File: config.mk
export PLATFORM = sky130hd
export DESIGN_NAME = frame_timer
export DESIGN_NICKNAME = d
export VERILOG_FILES = /design/src/rtl/frame_timer.sv
export SDC_FILE = /design/constraint.sdc
export NUM_CORES = 1
export LEC_CHECK = 0
export CORE_MARGIN = 2
export CORE_UTILIZATION = 40
export DETAILED_ROUTE_END_ITERATION = 7
export GPL_TIMING_DRIVEN = 0
export PLACE_DENSITY_LB_ADDON = 0.2
export RECOVER_POWER = 100
export SETUP_SLACK_MARGIN = 0.1
export SLEW_MARGIN = 20
export SYNTH_ARGS = -nofsm -noshare
export SYNTH_HDL_FRONTEND = slang
export SYNTH_SLANG_ARGS = --single-unit
File: constraint.sdc
create_clock -name clk -period 2.2 [get_ports clk]
set_clock_uncertainty 0.1 [all_clocks]
set_input_delay 0.22 -clock clk [delete_from_list [all_inputs] [get_ports clk]]
set_output_delay 0.22 -clock clk [all_outputs]
set_load 0.1 [all_outputs]
File: src/rtl/frame_timer.sv
// Multi-channel programmable frame timer.
// Each channel divides clk by PERIOD+1 and pulses tick. It counts ticks into a frame
// counter that wraps at flim, and latches a sticky pending flag that drives a maskable
// interrupt. The four registers per channel sit on a small word-addressed write/read bus.

module frame_timer #(
   parameter int unsigned N_CH       = 2,
   parameter int unsigned CNT_W      = 24,
   parameter int unsigned FRM_W      = 8,
   parameter int unsigned DEF_PERIOD = 1666666,
   parameter int unsigned DEF_FLIM   = 29,
   localparam int unsigned AW        = $clog2(N_CH) + 2
) (
   input  logic            clk,
   input  logic            rst_n,
   input  logic            wr_en,
   input  logic [AW-1:0]   addr,
   input  logic [31:0]     wdata,
   output logic [31:0]     rdata,
   output logic [N_CH-1:0] tick,
   output logic [N_CH-1:0] irq,
   output logic            irq_any
);

   localparam logic [1:0] REG_CTRL   = 2'd0;
   localparam logic [1:0] REG_PERIOD = 2'd1;
   localparam logic [1:0] REG_FRAMES = 2'd2;
   localparam logic [1:0] REG_STATUS = 2'd3;

   // Decoded bus fields; the channel index is widened so out-of-range indices stay visible
   logic [31:0]     sel_ch;
   logic [1:0]      sel_reg;
   logic            sel_valid;

   logic [N_CH-1:0] wr_ctrl;
   logic [N_CH-1:0] wr_period;
   logic [N_CH-1:0] wr_frames;
   logic [N_CH-1:0] wr_status;

   // Read view of every channel's register file, muxed onto rdata below
   logic [31:0]     reg_rd [N_CH][4];

   // Split the word address into channel index and register select
   always_comb begin
      sel_ch    = 32'(addr >> 2);
      sel_reg   = addr[1:0];
      sel_valid = (sel_ch < N_CH);
   end

   // Per-channel write strobes; writes to a nonexistent channel decode to nothing
   always_comb begin
      wr_ctrl   = '0;
      wr_period = '0;
      wr_frames = '0;
      wr_status = '0;
      for (int unsigned c = 0; c < N_CH; c++) begin
         if (wr_en && sel_valid && (sel_ch == c)) begin
            wr_ctrl[c]   = (sel_reg == REG_CTRL);
            wr_period[c] = (sel_reg == REG_PERIOD);
            wr_frames[c] = (sel_reg == REG_FRAMES);
            wr_status[c] = (sel_reg == REG_STATUS);
         end
      end
   end

   for (genvar c = 0; c < N_CH; c++) begin : g_ch
      logic             en_q;
      logic             irq_en_q;
      logic             oneshot_q;
      logic             pending_q;
      logic [CNT_W-1:0] count_q;
      logic [CNT_W-1:0] period_q;
      logic [FRM_W-1:0] frame_q;
      logic [FRM_W-1:0] flim_q;
      logic             ch_tick;

      // >= rather than == so a count left above a lowered period still wraps
      assign ch_tick = en_q & (count_q >= period_q);
      assign tick[c] = ch_tick;
      assign irq[c]  = pending_q & irq_en_q;

      assign reg_rd[c][0] = {29'd0, oneshot_q, irq_en_q, en_q};
      assign reg_rd[c][1] = 32'(period_q);
      assign reg_rd[c][2] = (32'(flim_q) << 16) | 32'(frame_q);
      assign reg_rd[c][3] = {31'd0, pending_q};

      // Channel state: register writes take priority over the tick-driven updates,
      // except pending, where a tick's set beats a same-cycle clear
      always_ff @(posedge clk) begin
         if (!rst_n) begin
            en_q      <= 1'b1;
            irq_en_q  <= 1'b1;
            oneshot_q <= 1'b0;
            pending_q <= 1'b0;
            count_q   <= '0;
            period_q  <= CNT_W'(DEF_PERIOD);
            frame_q   <= '0;
            flim_q    <= FRM_W'(DEF_FLIM);
         end else begin
            if (wr_ctrl[c]) begin
               en_q      <= wdata[0];
               irq_en_q  <= wdata[1];
               oneshot_q <= wdata[2];
            end else if (ch_tick && oneshot_q) begin
               en_q <= 1'b0;
            end

            if (wr_period[c]) begin
               period_q <= wdata[CNT_W-1:0];
               count_q  <= '0;
            end else if (en_q) begin
               count_q <= ch_tick ? '0 : count_q + CNT_W'(1);
            end

            if (wr_frames[c]) begin
               flim_q  <= wdata[FRM_W-1:0];
               frame_q <= '0;
            end else if (ch_tick) begin
               frame_q <= (frame_q == flim_q) ? '0 : frame_q + FRM_W'(1);
            end

            if (ch_tick) begin
               pending_q <= 1'b1;
            end else if (wr_status[c] && wdata[0]) begin
               pending_q <= 1'b0;
            end
         end
      end
   end

   // Combinational read mux; nonexistent channels read as zero
   always_comb begin
      rdata = '0;
      for (int unsigned c = 0; c < N_CH; c++) begin
         if (sel_valid && (sel_ch == c)) begin
            rdata = reg_rd[c][sel_reg];
         end
      end
   end

   assign irq_any = |irq;

endmodule
==> reports/qor_table.md <==
| Group | Result | This run |
|---|---|---|
| status | Status | finished with violations |
| status | Violated checks | design-rule violations, negative setup slack |
| place | HPWL after DPL | 16600 µm |
| floorplan | Number of standard-cell rows in the floorplan | 49 |
| worst setup path | Depth of the most critical reg-to-reg path | 12 |
| sta | Post-route setup TNS | -10.81 ns |
| drt | Top layer in use | met4 |
| drt | Routed length on met2 | 11300 µm |
| min path | Min-delay worst type | in -> reg |
| drt | Detailed-route DRC error count | 4 |
| final layout | Number of standard cells in the final layout excluding fillers | 1291 |
| place | Routability Congestion | 0.885 |
| flow run | Max cap viols | 0 |
| final layout | Synth-to-Final Area Change | 40.4% |
| min path | Hold_sp | addr[2] |
| worst setup path | Data required time of the worst path | 1.88 ns |
| power and ir drop | Worst supply voltage drop on vdd | 0.494 mV |
| floorplan | Horizontal die dimension | 140 µm |
| sta | Post-route clock period utilization | 1.21 |
| power and ir drop | Total power | 6.30 mW |
| floorplan | Core region area | 18100 µm² |
| sta | Max Freq | 375 MHz |
| clock network | Hold-fix buffer count after cts | 0 |
| grt | Largest net degree at the start of global routing | 17 |
| worst setup path | Bufs and invs on worst path | 5 |
| sta | Min setup slack post-route | -0.468 ns |
| yosys | Dominant cell by count in the synthesized netlist | nand2_1 |
| clock network | Buffer type at the clock tree root | clkbuf_16 |
| grt | Overall routing resource usage | 0.235 |
| clock network | CTS tree | done |
| worst setup path | Cell breakdown of the critical path | inv_2, ha_4, nand4_1, nor4_4, buf_4, a221oi_4, o21ai_4, o21ai_4, buf_6, inv_4, buf_12 |
| place | Count of buffers from port buffering | 57 |
| place | Post-Place Setup Slack | -1.40 ns |
| worst setup path | Worst-path cell with the longest stage delay | dfxtp_2 |
| sta | Transition time at the pin with the least slew margin | 0.748 ns |
| worst setup path | CP endpoint kind | primary output |
| place | Placed insts | 1205 |
| sta | Slew Viols, Final | 0 |
| drt | Router iterations before antenna repair | 7 |
| clock network | Sinks on the clock net | 136 |
| power and ir drop | Switching power | 1.73 mW |
| worst setup path | CP Depth | 11 |
| power and ir drop | Seq pwr share | 0.407 |
| worst setup path | Startpoint class of the critical path | register |
| yosys | Portion of the post-synthesis area used by sequential elements | 0.367 |
| sta | Final number of setup-violating endpoints | 67 |
| power and ir drop | Relative contribution of combinational cells to total power | 0.153 |
| yosys | Number of library cell types mapped by synthesis | 49 |
| sta | Worst relative slew slack | 0.501 |
| drt | Routed vias | 6911 |
| sta | Final critical-path required period | 2.67 ns |
| worst setup path | Crit Path Class | reg -> out |
| final layout | Final design area excluding fillers | 10400 µm² |
| worst setup path | Largest driver fanout on the critical path | 3 |
| floorplan | Number of top-level design ports | 75 |
| min path | Depth of the worst hold-timing path | 4 |
| yosys | Synth Cell Area | 7410 µm² |
| place | Area of placed instances | 8630 µm² |
| power and ir drop | Internal power summed over all cells | 4.57 mW |
| power and ir drop | Part of the power in the clock network | 0.440 |
| final layout | Utilization after layout | 0.575 |
| yosys | Share of Yosys cell area claimed by the top area cell type | 0.367 |
| drt | Met3 routed WL | 1060 µm |
| final layout | Number of diodes added for antenna fixing | 0 |
| drt | Total wire length | 23300 µm |
| yosys | Total of warnings raised by yosys | 0 |
| grt | Number of antenna violations at the first check in global routing | 0 |
| yosys | Post-synth EDFFs | 0 |
| clock network | Number of levels in the clock H-tree | 4 |
| worst setup path | Terminus of the critical flop-to-flop path | g_ch[0].frame_q[2] |
| yosys | Dominant cells by area after synthesis | dfxtp_1, ha_1, nand2_1 |
| drt | Average wire length per cell after detail routing | 18.1 µm |
| min path | Min-Delay Endpoint | g_ch[1].pending_q |
| worst setup path | Crit path arrival time | 2.35 ns |
| grt | Total global routing overflow | 0 |
| clock network | Worst-case clock buffer depth | 2 |
| yosys | Main synth FF type | dfxtp_1 |
| power and ir drop | Lkg Pwr | 4.08 nW |
| floorplan | Area enclosed by the die boundary | 19600 µm² |
| grt | First-pass GRT wire length | 35700 µm |
| final layout | Layout cells sized above 1 | 0.307 |
| power and ir drop | Share of total power consumed by net switching | 0.275 |
| yosys | Commonest cells in the netlist | nand2_1, dfxtp_1, nor2_1, inv_1, ha_1 |
| clock network | Clock Latency Late Sink | 0.42 ns |
| worst setup path | Cell family with the largest share of critical-path delay | buffers and inverters |
| drt | DRT iter0 DRCs | 429 |
| clock network | Number of CTS-inserted buffers | 17 |
| yosys | Area leader, netlist | dfxtp_1 |
| drt | Number of antenna-violating nets in the routed design | 0 |
| yosys | Post-synthesis cell count | 912 |
| final layout | Post-layout nets | 1140 |
| worst setup path | Delay of the slowest critical-path stage | 0.34 ns |
| power and ir drop | Power density cells | 605 nW/µm² |
| yosys | Flops & latches, synth | 136 |
| floorplan | Height of the chip | 140 µm |
| sta | RSZ-0062 raised after global routing | yes |
| drt | DR vias/cell | 5.35 |
| floorplan | Initial cell density of the core | 0.410 |
| drt | WL met1 | 10300 µm |
| sta | Hold Worst Slack | 0.292 ns |
| worst setup path | Most frequent cell on the critical path | o21ai_4 |
| sta | Final hold violation count | 0 |
| worst setup path | Launch instance of the worst register-to-register path | g_ch[0].period_q[17] |
| yosys | Average footprint of a synthesized cell | 8.13 µm² |
| yosys | Fraction of registers with async set or reset after synthesis | 0 |
| grt | Number of global-route vias before repair | 6501 |
| clock network | Clock-pin slew of the registers on the worst-case setup and hold paths | 0.06 ns |
| worst setup path | Flop2flop setup slack | -0.38 ns |
final cells by class:
type / instances / area (µm²)
fillers: 1619 / 7680
multi-input cells: 679 / 5100
flip-flops and latches: 136 / 2790
repair buffers: 113 / 1110
clock buffers: 28 / 487
plain buffers: 48 / 362
well taps: 229 / 287
inverters: 55 / 209
clock inverters: 3 / 65.1
worst register-to-register path, cell delays in order, from the launching register on:
cell,delay (ns)
dfxtp_2,0.34
inv_2,0.05
ha_4,0.25
nand4_1,0.17
nor4_4,0.34
buf_4,0.18
a221oi_4,0.06
o21ai_4,0.09
o21ai_4,0.09
buf_6,0.13
buf_6,0.12
or4b_1,0.47
a21oi_1,0.12
cells by family after synthesis:
group,synth area share
simple gates,0.215
compound gates,0.157
flops,0.367
buf+inv,0.0589
xor+xnor,0.0792
fa+ha+maj,0.0878
mux,0.0346
other cells,0.000506
worst max-delay path by stage:
stage / slack [ns] / startpoint / to
6_report: -0.47 / g_ch[0].period_q[17] / tick[0]
5_1_grt: -0.59 / g_ch[1].period_q[15] / tick[1]
4_1_cts: -0.50 / g_ch[0].period_q[18] / tick[0]
3_5_place_dp: -1.40 / addr[0] / rdata[5]
3_3_place_gp: -1.39 / addr[0] / rdata[5]
2_1_floorplan: -0.14 / addr[2] / rdata[16]
routing by layer:
layer,GRT usage,vias up
li1,-,3408
met3,0.0386,41
met2,0.388,184
met1,0.309,3278
met4,0.0909,0
met5,0,-
state kept, by name (all words and copies together), names as in the netlist:
name,cells
g_ch.flim_q,16
g_ch.pending_q,2
g_ch.irq_en_q,2
g_ch.count_q,48
g_ch.en_q,2
g_ch.oneshot_q,2
g_ch.period_q,48
g_ch.frame_q,16
cell usage in the layout (no fill, tap or decap), types with 19 or more instances in the layout:
cell type,count
nand2_1,154
dfxtp_1,87
nor2_1,61
xor2_1,46
buf_4,46
dfxtp_2,46
inv_1,39
ha_1,33
a21boi_0,32
nand3_1,28
clkbuf_1,27
o211ai_1,26
nor2_2,25
clkdlybuf4s50_1,25
a21oi_1,22
nand4_1,21
xnor2_1,21
buf_6,20
mux2i_1,20
clkbuf_16,19
ha_4,19
power by group through the flow:
stage	clock (mW)	combinational [mW]	sequential, mW
finish	2.77	0.965	2.56
global route	2.92	1.01	2.57
CTS	2.80	0.943	2.56
detailed placement	0	0.827	2.61
global placement	0	0.821	2.61
floorplan	0	0.593	2.60
timing repair:
item / CTS / global route
endpoints found under the setup margin: 133 / 106
gates resized for setup: 303 / 115
setup buffers: 36 / 17
gates cloned: 3 / 1
pin swaps: 38 / 26
Power figures use the tool's default switching activity.
